`src/rtl/game_control.sv`:
```
// game_control: sequencing FSM between board inputs and the drawing datapath.
// Ports: clock/reset, start, frame_tick, btn_*, draw_*_done in; one-hot
//   commands, draw_map/draw_link enables, sticky draw_error, state_dbg out.
module game_control #(
  parameter int ATTACK_FRAMES = 8,
  parameter int DRAW_TIMEOUT  = 100000,
  parameter int TO_W          = 17
) (
  input  logic       clock,
  input  logic       reset,
  input  logic       start,
  input  logic       frame_tick,
  input  logic       btn_attack,
  input  logic       btn_up,
  input  logic       btn_down,
  input  logic       btn_left,
  input  logic       btn_right,
  input  logic       draw_map_done,
  input  logic       draw_link_done,
  output logic       init,
  output logic       idle,
  output logic       attack,
  output logic       up,
  output logic       down,
  output logic       left,
  output logic       right,
  output logic       draw_map,
  output logic       draw_link,
  output logic       draw_error,
  output logic [3:0] state_dbg
);

  localparam int CD_W = $clog2(ATTACK_FRAMES + 1);

  localparam logic [2:0] S_WAIT      = 3'd0;
  localparam logic [2:0] S_INIT      = 3'd1;
  localparam logic [2:0] S_DRAW_MAP  = 3'd2;
  localparam logic [2:0] S_DRAW_LINK = 3'd3;
  localparam logic [2:0] S_IDLE      = 3'd4;
  localparam logic [2:0] S_MOVE      = 3'd5;
  localparam logic [2:0] S_ATTACK    = 3'd6;

  localparam logic [1:0] D_UP    = 2'd0;
  localparam logic [1:0] D_DOWN  = 2'd1;
  localparam logic [1:0] D_LEFT  = 2'd2;
  localparam logic [1:0] D_RIGHT = 2'd3;

  localparam logic [TO_W-1:0] WD_LAST =
    TO_W'(DRAW_TIMEOUT - 1);
  localparam logic [CD_W-1:0] CD_LOAD =
    CD_W'(ATTACK_FRAMES);

  logic [2:0]      state;
  logic [2:0]      state_nx;
  logic [1:0]      dir;
  logic [1:0]      dir_nx;
  logic [1:0]      dir_pick;
  logic [CD_W-1:0] cooldown;
  logic [TO_W-1:0] wd;
  logic            frame_pending;
  logic            set_err;

  logic in_draw;
  logic first_cyc;
  logic done_sel;
  logic done_ok;
  logic timeout;
  logic decide;
  logic atk_ok;
  logic any_dir;

  assign in_draw = (state == S_DRAW_MAP) ||
                   (state == S_DRAW_LINK);

  // The watchdog is zero only in the entry cycle of
  // a draw state, so it doubles as the stale-done mask.
  assign first_cyc = (wd == '0);

  assign done_sel = (state == S_DRAW_MAP) ?
                    draw_map_done : draw_link_done;

  assign done_ok = in_draw && !first_cyc && done_sel;
  assign timeout = in_draw && (wd == WD_LAST);

  assign decide = (state == S_IDLE) &&
                  (frame_tick || frame_pending);

  assign atk_ok  = btn_attack && (cooldown == '0);
  assign any_dir = btn_up || btn_down ||
                   btn_left || btn_right;

  always_comb begin
    dir_pick = D_RIGHT;
    if (btn_up) begin
      dir_pick = D_UP;
    end else if (btn_down) begin
      dir_pick = D_DOWN;
    end else if (btn_left) begin
      dir_pick = D_LEFT;
    end
  end

  always_comb begin
    state_nx = state;
    dir_nx   = dir;
    set_err  = 1'b0;
    unique case (state)
      S_WAIT: begin
        if (start) begin
          state_nx = S_INIT;
        end
      end
      S_INIT: begin
        state_nx = S_DRAW_MAP;
      end
      S_DRAW_MAP: begin
        // done beats a simultaneous timeout
        if (done_ok) begin
          state_nx = S_DRAW_LINK;
        end else if (timeout) begin
          state_nx = S_IDLE;
          set_err  = 1'b1;
        end
      end
      S_DRAW_LINK: begin
        if (done_ok) begin
          state_nx = S_IDLE;
        end else if (timeout) begin
          state_nx = S_IDLE;
          set_err  = 1'b1;
        end
      end
      S_IDLE: begin
        if (decide) begin
          if (atk_ok) begin
            state_nx = S_ATTACK;
          end else if (any_dir) begin
            state_nx = S_MOVE;
            dir_nx   = dir_pick;
          end
        end
      end
      S_MOVE: begin
        state_nx = S_DRAW_MAP;
      end
      S_ATTACK: begin
        state_nx = S_DRAW_MAP;
      end
      default: begin
        state_nx = S_WAIT;
      end
    endcase
  end

  always_ff @(posedge clock) begin
    if (reset) begin
      state <= S_WAIT;
      dir   <= D_UP;
    end else begin
      state <= state_nx;
      dir   <= dir_nx;
    end
  end

  // Cleared on any state change, so it restarts at
  // zero on entry to each draw state.
  always_ff @(posedge clock) begin
    if (reset) begin
      wd <= '0;
    end else if (state_nx != state) begin
      wd <= '0;
    end else if (in_draw) begin
      wd <= wd + 1'b1;
    end
  end

  // Ticks arriving while busy fold into one pending
  // decision; any idle cycle consumes it.
  always_ff @(posedge clock) begin
    if (reset) begin
      frame_pending <= 1'b0;
    end else if (state == S_IDLE) begin
      frame_pending <= 1'b0;
    end else if (frame_tick) begin
      frame_pending <= 1'b1;
    end
  end

  always_ff @(posedge clock) begin
    if (reset) begin
      cooldown <= '0;
    end else if (state == S_ATTACK) begin
      cooldown <= CD_LOAD;
    end else if (frame_tick && cooldown != '0) begin
      cooldown <= cooldown - 1'b1;
    end
  end

  always_ff @(posedge clock) begin
    if (reset) begin
      draw_error <= 1'b0;
    end else if (set_err) begin
      draw_error <= 1'b1;
    end
  end

  assign init      = (state == S_INIT);
  assign idle      = (state == S_IDLE);
  assign attack    = (state == S_ATTACK);
  assign draw_map  = (state == S_DRAW_MAP);
  assign draw_link = (state == S_DRAW_LINK);

  assign up    = (state == S_MOVE) && (dir == D_UP);
  assign down  = (state == S_MOVE) && (dir == D_DOWN);
  assign left  = (state == S_MOVE) && (dir == D_LEFT);
  assign right = (state == S_MOVE) && (dir == D_RIGHT);

  assign state_dbg = {1'b0, state};

endmodule
```
`config.mk`:
```
export PLATFORM = sky130hd
export DESIGN_NAME = game_control
export DESIGN_NICKNAME = d
export VERILOG_FILES = /design/src/rtl/game_control.sv
export SDC_FILE = /design/constraint.sdc
export NUM_CORES = 1
export LEC_CHECK = 0
export CORE_MARGIN = 2
export CORE_UTILIZATION = 40
export CTS_BUF_LIST = sky130_fd_sc_hd__clkbuf_16
export CTS_CLUSTER_DIAMETER = 50
export DETAILED_ROUTE_END_ITERATION = 8
export GPL_ROUTABILITY_DRIVEN = 0
export GPL_TIMING_DRIVEN = 0
export PLACE_DENSITY = 0.62
export SLEW_MARGIN = 10
export SYNTH_ARGS = -nofsm -noshare
export SYNTH_HDL_FRONTEND = slang
export SYNTH_SLANG_ARGS = --single-unit
export TNS_END_PERCENT = 50
```
`constraint.sdc`:
```
create_clock -name clock -period 2.7 [get_ports clock]
set_input_delay 0.405 -clock clock [delete_from_list [all_inputs] [get_ports clock]]
set_output_delay 0.405 -clock clock [all_outputs]
set_load 0.005 [all_outputs]
```
==> out/metrics.cfg <==
[sta]
grt_setup_unrepaired = no
hold_viol = 0
finalCritPeriodShare_pct = 89.4
fin_crit_ns = 2.41
fmax_mhz = 414
skew_ns = 0.00567
tightest_slew_ns = 0.688
setup_viol = 0
slew_violations = 0
slew_headroom_pct = 53.7
setup-tns-final_ns = 0

[clock_network]
cts.sinks = 28
post_cts_buffers = 0
cts_made_buffers = 3
clk_path_buf_depth = 2
insertion_delay_ns = 0.26
cts_resized = 0
cts_max_level = 1
cts_tree = done
hold_buffers = 0
cts_root_buf = clkbuf_16
clk_pin_slew_ns = 0.06

[drt]
num_vias = 1353
drt-pass1-iter-count = 4
remaining_drc_errors = 0
antenna_left = 0
drt_iter0_drc = 61
wire_per_inst_um = 12.7
viasPerCell = 5.14
routed_wl_um = 3330

[synth]
synth_nets = 204
yosys.cell_types.count = 45
ys_seq_area_share_pct = 35.1
synthTopCellsByArea = dfxtp_1 35%, nor2_4 6.4%, xor2_1 6.0%
synth_top_area_cell = dfxtp_1
ys_seq_elements = 28
syn_inst = 189
yosysWarnings = 0
synthTopCellsByCount = 28 x dfxtp_1, 24 x nor2_1, 15 x nand2_1
synth_most_common_cell = dfxtp_1
synth_top_area_share_pct = 35.1
async_flop_share_pct = 0
synthFlopType = dfxtp_1
postSynthAreaPerCell_um2 = 8.44
syn-cell-area_um2 = 1600
synth-edff-count = 0

[power]
p_clk_share_pct = 29.4
p_int_uw = 796
irDropWorstVdd_mv = 0.358
p_leak_uw = 0.000666
switchingPower_uw = 341
p_sw_share_pct = 30.0
total_power_uw = 1140
p_comb_share_pct = 28.4
powerDensity_nw_per_um2 = 582
seqPwrFrac_pct = 42.2

[die]
io_pins = 25
die_h_um = 67.2
floorplan.initialDensity_pct = 42.6
die_area_um2 = 4510
fp-row-count = 22
core_um2 = 3740
die_x_um = 67.2

[run_status]
status = completed

[grt]
antenna_found_initial = 0
grt_overflow = 0
grt_max_degree = 16
grtUsageTotal_pct = 17.0
grt_pass1_wl_um = 5830
grt_pass1_vias = 1291

[final_layout]
antenna_cells = 0
syn_to_final_growth_pct = 22.5
seqCellArea_um2 = 561
nFillCells = 356
drive_gt1_share_pct = 10.7
fin_area_um2 = 1950
multi_input_area_um2 = 936
fin_nets = 231

[setup_path]
crit_type = reg -> out
reg2reg_to = wd[13]
r2r_setup_slack_ns = 0.49
critPathRequiredTime_ns = 2.30
worstRegToRegCells = 8
timing.rr.start = wd[0]
critPathCaptureType = output pin
critPathMaxFanout = 10
cp.arrival_ns = 2.01
start_kind = flop

[flow_run]
drv_cap = 0

[placement]
hpwlAfterDp_um = 2490
postPlaceCellArea_um2 = 1880
io_buffers = 22

[hold_path]
whs_path_depth = 2
holdPathEnd = wd[0]
worstHoldStart = wd[0]
hp-class = reg -> reg

-- worst max-delay path by stage --
stage | cells after the start | from | endpoint
after CTS | 5 | state[1] | draw_link
after floorplan | 8 | state[1] | wd[9]
final | 5 | state[1] | draw_link
after global placement | 8 | btn_down | wd[12]
after detailed placement | 8 | btn_down | wd[13]
after global routing | 5 | state[1] | draw_link
-- registers in the layout (all words and copies together), names as in the netlist --
signal / count
state: 3
wd: 17
frame_pending: 1
cooldown: 4
draw_error: 1
dir: 2
-- routing by layer --
layer,track usage (%),vias to the layer above,part of all wire (%)
li1,-,702,-
met1,20.8,617,45
met2,28.6,28,49
met3,3.67,6,4.1
met4,7.65,0,1.7
met5,0,-,0
-- worst max-delay path: stages, from the launching register on --
cell and delay, ns:
dfxtp_1 0.32, buf_2 0.19, nor2b_1 0.14, clkbuf_1 0.34
and2_1 0.23, clkdlybuf4s50_1 0.52
-- per-stage QoR --
stage / util [%] / cells / hold slack [ns] / worst slack [ns]
floorplan: - / 189 / 0.458 / 0.706
global route: 52.2 / 263 / 0.509 / 0.119
finish: 52.2 / 263 / 0.491 / 0.287
global placement: 50.1 / 259 / 0.461 / 0.106
detailed placement: 50.1 / 259 / 0.481 / 0.117
CTS: 52.2 / 263 / 0.496 / 0.290
-- kinds of logic after synthesis --
kind of cell               count (synthesis)  synth area share [%]
and+or+nand+nor                           99                  35.8
DFF                                       28                  35.1
AOI/OAI and AO/OA                         21                  9.65
xor gates and xnor gates                  18                  9.88
buffers and inverters                     18                  6.20
adders and majority gates                  4                  3.14
other                                      1                 0.235
-- cell usage in the layout (no fill, tap or decap), drive strengths merged, types with 2 or more instances in the layout --
cell           instances
xnor2                  7
a21oi                  7
ha                     4
dfxtp                 28
nor2                  34
nand3b                 3
or2                    3
a2111oi                2
or3b                   2
inv                   10
a211oi                 3
buf                    6
o21ai                  2
or3                    3
nand3                  7
nand4                  5
nor2b                  2
clkdlybuf4s50         22
and3                   4
clkbuf                 5
nor4                   5
nand2b                 3
xor2                  11
nor3                   9
nand2                 15
-- final cells by class --
class	instances	share of cell area, %
Inverter	10	1.92
Buffer	8	3.14
Tap cell	48	3.07
Timing Repair Buffer	22	11.3
Clock inverter	1	0.192
Clock buffer	3	3.84
Multi-Input combinational cell	143	47.9
Sequential cell	28	28.7
-- power groups by stage --
| stage | Combinational (uW) | Sequential, uW | Clock, uW |
|---|---|---|---|
| detailed placement | 327 | 489 | 0 |
| global placement | 313 | 485 | 0 |
| finish | 323 | 480 | 334 |
| floorplan | 237 | 483 | 0 |
| global route | 373 | 484 | 363 |
| CTS | 329 | 480 | 348 |
(Power assumes the default switching activity.)
